<file path="config.mk">
export PLATFORM = sky130hd
export DESIGN_NAME = regmask_encoder
export DESIGN_NICKNAME = d
export VERILOG_FILES = /design/src/rtl/cpu_pkg.sv /design/src/rtl/lowest_set_bit.sv /design/src/rtl/regmask_encoder.sv
export SDC_FILE = /design/constraint.sdc
export NUM_CORES = 1
export LEC_CHECK = 0
export CORE_UTILIZATION = 57
export DETAILED_ROUTE_END_ITERATION = 8
export PLACE_DENSITY = 0.87
export SLEW_MARGIN = 20
export SYNTH_ARGS = -nofsm -noshare
export SYNTH_HDL_FRONTEND = slang
export SYNTH_SLANG_ARGS = --single-unit
</file>
<file path="constraint.sdc">
create_clock -name clk -period 5.63 [get_ports clk]
set_clock_uncertainty 0.2 [all_clocks]
set_input_delay 1.689 -clock clk [delete_from_list [all_inputs] [get_ports clk]]
set_output_delay 1.689 -clock clk [all_outputs]
set_load 0.03 [all_outputs]
</file>
<file path="src/rtl/cpu_pkg.sv">
`default_nettype none
// ============================================================================
// Module   : cpu_pkg
// Brief    : Register-address constants and encoder state type shared by the
//            register-number decoder and the register-mask encoder.
// Revision : 1.0  initial release
// ============================================================================
package cpu_pkg;

  localparam int REG_ADDR_W = 5;
  localparam int NUM_REGS   = 32;
  // One more bit than REG_ADDR_W so a full 32-entry drain fits without wrap.
  localparam int COUNT_W    = REG_ADDR_W + 1;

  typedef enum logic [0:0] {
    IDLE = 1'b0,
    BUSY = 1'b1
  } enc_state_t;

endpackage
`default_nettype wire

</file>
<file path="src/rtl/lowest_set_bit.sv">
`default_nettype none
// ============================================================================
// Module   : lowest_set_bit
// Brief    : Combinational priority encoder: index of the lowest set bit,
//            plus nonzero and exactly-one-bit-set flags.
// Revision : 1.0  initial release
// ============================================================================
module lowest_set_bit
  import cpu_pkg::*;
(
  input  logic [NUM_REGS-1:0]   vec,
  output logic [REG_ADDR_W-1:0] index,
  output logic                  any,
  output logic                  single
);

  localparam logic [NUM_REGS-1:0] c_one = {{(NUM_REGS-1){1'b0}}, 1'b1};

  // Scan from the top down so the lowest set bit is the last one written.
  always_comb begin
    index = '0;
    for (int k = NUM_REGS - 1; k >= 0; k--) begin
      if (vec[k]) begin
        index = REG_ADDR_W'(k);
      end
    end
  end

  assign any    = |vec;
  // Clearing the lowest set bit leaves zero only when one bit was set.
  assign single = any && ((vec & (vec - c_one)) == '0);

endmodule
`default_nettype wire

</file>
<file path="src/rtl/regmask_encoder.sv">
`default_nettype none
// ============================================================================
// Module   : regmask_encoder
// Brief    : Turns a 32-bit register mask into a stream of register numbers,
//            lowest first, one per output handshake; pulses done with the
//            number of entries when the mask is drained.
// Revision : 1.0  initial release
// ============================================================================
module regmask_encoder
  import cpu_pkg::*;
#(
  parameter bit SKIP_X0 = 1'b1
) (
  input  logic                  clk,
  input  logic                  rst,
  input  logic                  in_valid,
  output logic                  in_ready,
  input  logic [NUM_REGS-1:0]   in_mask,
  output logic                  out_valid,
  input  logic                  out_ready,
  output logic [REG_ADDR_W-1:0] out_regnum,
  output logic                  out_last,
  output logic                  done,
  output logic [COUNT_W-1:0]    done_count
);

  localparam logic [NUM_REGS-1:0] c_one_mask  = {{(NUM_REGS-1){1'b0}}, 1'b1};
  localparam logic [COUNT_W-1:0]  c_one_count = {{(COUNT_W-1){1'b0}}, 1'b1};
  // Bit 0 is dropped at capture when x0 is excluded from the stream.
  localparam logic [NUM_REGS-1:0] c_x0_clear  = ~{{(NUM_REGS-1){1'b0}}, SKIP_X0};

  enc_state_t              r_state;
  enc_state_t              w_state_next;
  logic [NUM_REGS-1:0]     r_pending;
  logic [COUNT_W-1:0]      r_count;
  logic                    r_done;
  logic [COUNT_W-1:0]      r_done_count;

  logic [NUM_REGS-1:0]     w_eff_mask;
  logic                    w_eff_empty;
  logic                    w_in_fire;
  logic                    w_out_fire;
  logic [REG_ADDR_W-1:0]   w_lsb_index;
  logic                    w_lsb_any;
  logic                    w_lsb_single;

  lowest_set_bit u_lsb (
    .vec    (r_pending),
    .index  (w_lsb_index),
    .any    (w_lsb_any),
    .single (w_lsb_single)
  );

  assign w_eff_mask  = in_mask & c_x0_clear;
  assign w_eff_empty = (w_eff_mask == '0);
  assign w_in_fire   = in_valid && in_ready;
  assign w_out_fire  = out_valid && out_ready;

  // State register.
  always_ff @(posedge clk or posedge rst) begin
    if (rst) begin
      r_state <= IDLE;
    end else begin
      r_state <= w_state_next;
    end
  end

  // Next state: empty masks never leave IDLE; BUSY ends on the last handshake.
  always_comb begin
    w_state_next = r_state;
    case (r_state)
      IDLE: if (w_in_fire && !w_eff_empty) w_state_next = BUSY;
      BUSY: if (w_out_fire && out_last)    w_state_next = IDLE;
      default: w_state_next = IDLE;
    endcase
  end

  // Outputs decoded from state and pending; in_ready is held low during reset.
  always_comb begin
    in_ready   = (r_state == IDLE) && !rst;
    out_valid  = (r_state == BUSY);
    out_regnum = (r_state == BUSY) ? w_lsb_index : '0;
    out_last   = (r_state == BUSY) && w_lsb_single;
  end

  // Pending bits and entry count: load on capture, retire lowest bit per handshake.
  always_ff @(posedge clk or posedge rst) begin
    if (rst) begin
      r_pending <= '0;
      r_count   <= '0;
    end else if (w_in_fire) begin
      r_pending <= w_eff_mask;
      r_count   <= '0;
    end else if (w_out_fire) begin
      r_pending <= r_pending & (r_pending - c_one_mask);
      r_count   <= r_count + c_one_count;
    end
  end

  // Completion pulse one cycle after the final handshake or an empty capture.
  always_ff @(posedge clk or posedge rst) begin
    if (rst) begin
      r_done       <= 1'b0;
      r_done_count <= '0;
    end else begin
      r_done <= (w_in_fire && w_eff_empty) || (w_out_fire && out_last);
      if (w_in_fire && w_eff_empty) begin
        r_done_count <= '0;
      end else if (w_out_fire && out_last) begin
        r_done_count <= r_count + c_one_count;
      end
    end
  end

  assign done       = r_done;
  assign done_count = r_done_count;

endmodule
`default_nettype wire
</file>
==> reports/summary.md <==
For the synthesized net count, the log shows 368. The HPWL after detailed placement is 5680 um. Startpoint of the most critical setup path: r_pending[5]. The clock net sink count is 45, and the register area share after synthesis is 39.2%. The total of max-cap violations was 0; the layout cell share with drive strength beyond 1 was 6.45%. Clock tree synthesis inserted a total of 5 buffers. The placeable core region is 4790 um2, and the clock transition at the registers of the reported paths is 90 ps. The minimum setup slack in the final design was 382 ps; the unique cell type count in the Yosys netlist was 56. Setup violations remaining at the end of the flow were counted as 0. STA classifies the critical path endpoint as an output pin. Top flip-flop cell by instance count after synthesis: dfrtp_1.

The cell area that synthesis handed to floorplanning was 2870 um2. For the wire length of the first global-routing pass, the log shows 13100 um. The tools report the residual antenna-violating net count after detailed routing as 0. The synthesized design contains 0 enable-type register cells.

The longest clock path from root to sink contains 2 buffers. In this run the worst path has a maximum fanout of 13. For the count of antenna diodes in the layout, the log shows 0. The worst register-to-register path ends at out_valid.

The logs give 3740 um for the routed length on met2 and 368 for the fill cell total of the finished layout. The per-instance average area after synthesis was 8.68 um2. In the routed layout, each cell is associated on average with a via count of 6.63. The later-pin clock latency in the skew report is 300 ps. For the worst flop-to-flop path, the logic depth is 7. Number of endpoints with negative hold slack in the final report: 0. TritonCTS built the clock tree. For this run, the total global-route usage over all layers was measured as 32.1%. The tools report the count of vias placed by the detailed router as 2909. In the routed design, unresolved DRC markers number 0. In this run the power density over the cells is 607 nW/um2. For this design, the CTS-stage hold fixing added 0 buffers. The CTS root buffer was clkbuf_8. In the finished design, the share of the clock period the worst path needs comes to 93.2%. VDD sags by at most 0.585 mV. The logs give 60.0% for the initial standard-cell utilization of the core and 715 um for the total met3 wirelength after detailed routing. The die is 73.0 um wide. In this run the top signal layer used is met4.

During synthesis, Yosys emitted a total of 0 warnings. The initial antenna violation count is 0. Wire length reported by the detailed router: 8090 um. The startpoint of the most critical register-to-register path was r_pending[5]. For the pin with the worst max-slew slack, the measured transition is 818 ps. The floorplan step set the die height to 73.0 um. The initialized floorplan defines 25 standard-cell rows. Measured against its own limit, the worst slew margin works out to 45.4%. Relative to the synthesized area, the layout overhead comes to 22.5%. Of all flip-flops after synthesis, the portion carrying an async set or reset was 100%.

In this run the biggest area consumer among cell types represents 39.2% of the synthesized area. The die footprint came out at 5330 um2. The via count of the first global-routing pass was 2737. The sum of overflow across all layers after global routing is 0. The flow ran to the end, and the final reports show no timing, DRC or antenna violations.

By area the synthesized netlist is led by dfrtp_1, a22o_1, o21ai_0. Among all cell types in the netlist, the one instantiated most often is dfrtp_1. In this run the static leakage power is 1.50 nW. The highest achievable clock rate is 0.191 GHz. OpenSTA, run right after detailed placement, puts the worst setup slack at 399 ps. In the final routed layout, each cell accounts on average for 18.4 um. For the weighted congestion reported at the end of routability-driven placement, the log shows 0.946. Ranked by instance count, the synthesized netlist is headed by dfrtp_1, o21ai_0, nand2_1. The min-delay analysis places its worst path in the category reg2reg. The largest total area in the synthesized netlist belongs to dfrtp_1.

The total negative slack for setup checks came out at 0 ps. The start-to-end type of the worst setup path is reg2out. The required arrival time at the worst endpoint was 3740 ps. After detailed routing, the wire length on met1 is 3460 um.

The worst setup path is launched from a flop. Setup repair after global routing left no endpoint under its margin. Maximum number of pins on one net before global-route repair: 34. For this run, the post-layout net count is 408. Data arrives at the worst endpoint at 3360 ps.

The number of top-level pins came out at 51. In this run the number of H-tree levels came out at 2. The number of iterations in the first detailed-routing pass came out at 5.

The smallest clock period supported by the final layout is computed as 5250 ps. The tools report the setup slack of the worst register-to-register path as 2310 ps. The final number of max-transition violations is 0, and the number of input and output port buffers inserted is 49. In this run, the number of DRC markers left after iteration 0 of detailed routing was 283. Number of instances in the synthesized netlist: 331.

The flip-flop and latch count after synthesis works out to 45. Following the worst setup path forward leads to its endpoint at out_last.
[layer usage]
metal	up-vias	GRT usage, %
met5	-	0
met4	0	12.9
met3	21	6.49
met2	182	50.4
met1	1372	43.4
li1	1334	-
[repair_timing]
action                                  in CTS  in global routing
endpoints found under the hold margin        0                  0
setup buffers                                0                  0
resized for setup                            0                  1
endpoints found under the setup margin       0                  1
[worst min path at each step]
stage / from / slack (ps) / cells past startpoint / to
floorplan: r_count[5] / 290 / 2 / r_count[5]
global placement: r_count[5] / 300 / 2 / r_count[5]
detailed placement: done_count[2] / 320 / 2 / done_count[2]
CTS: done_count[2] / 330 / 2 / done_count[2]
global route: done_count[2] / 350 / 2 / done_count[2]
finish: done_count[2] / 330 / 2 / done_count[2]
[metrics by stage]
step	total power [mW]	cell area [um2]	hold slack (ps)	cells	util [%]
floorplan	1.47	2870	289	331	-
global placement	1.83	3400	305	431	71.1
detailed placement	1.85	3400	323	431	71.1
CTS	2.11	3520	335	439	73.5
global route	2.27	3520	350	439	73.5
finish	2.13	3520	333	439	73.5
[critical path: stages (launching register included)]
cell and delay (ps):
dfrtp_1 490, or4_4 590, or3_4 480, nor4_2 340, nand2_1 180, a2111oi_4 440, and3_1 210, dlymetal6s2s_1 300
[sequential cells by signal (all words and copies together), names as in the netlist]
signal      count
r_pending      31
r_count         6
done            1
out_valid       1
done_count      6
[placed cells by master (no fill, tap or decap), types with 3 or more instances in the layout]
master / n
a211oi_1: 4
a21oi_1: 9
a22o_1: 30
and2_1: 4
and3_1: 4
buf_4: 8
clkbuf_8: 5
clkdlybuf4s50_1: 48
dfrtp_1: 45
inv_1: 12
mux2i_1: 6
nand2_1: 34
nand3_1: 10
nand4_1: 4
nor2_1: 18
nor3_1: 18
nor4_1: 16
o21ai_0: 42
o31ai_1: 3
o41ai_1: 3
or4_1: 3
xor2_1: 3
[where the power goes]
group	switching (mW)	internal (mW)
clock	0.115	0.133
sequential	0.152	0.414
combinational	0.777	0.543
total	1.04	1.09
[final cells by class]
class	count	area, um2	share of cell area (%)
Inverter	12	45.0	1.28
Timing Repair Buffer	57	553	15.7
Tap cell	67	83.8	2.38
Clock buffer	6	72.6	2.06
Multi-Input combinational cell	250	1600	45.4
Clock inverter	2	38.8	1.10
Sequential cell	45	1130	32.0
[cells by family (layout without fill, tap and decap cells)]
group           after synthesis  after routing  synth area share (%)
xor+xnor                      4              4                  1.22
compound gates              115            115                  28.4
mux                           6              6                  2.09
fa+ha+maj                     2              2                 0.784
flops                        45             45                  39.2
simple gates                123            123                  23.2
buf+inv                      36             77                  5.14
No activity file was read; power rests on OpenSTA's default activity.
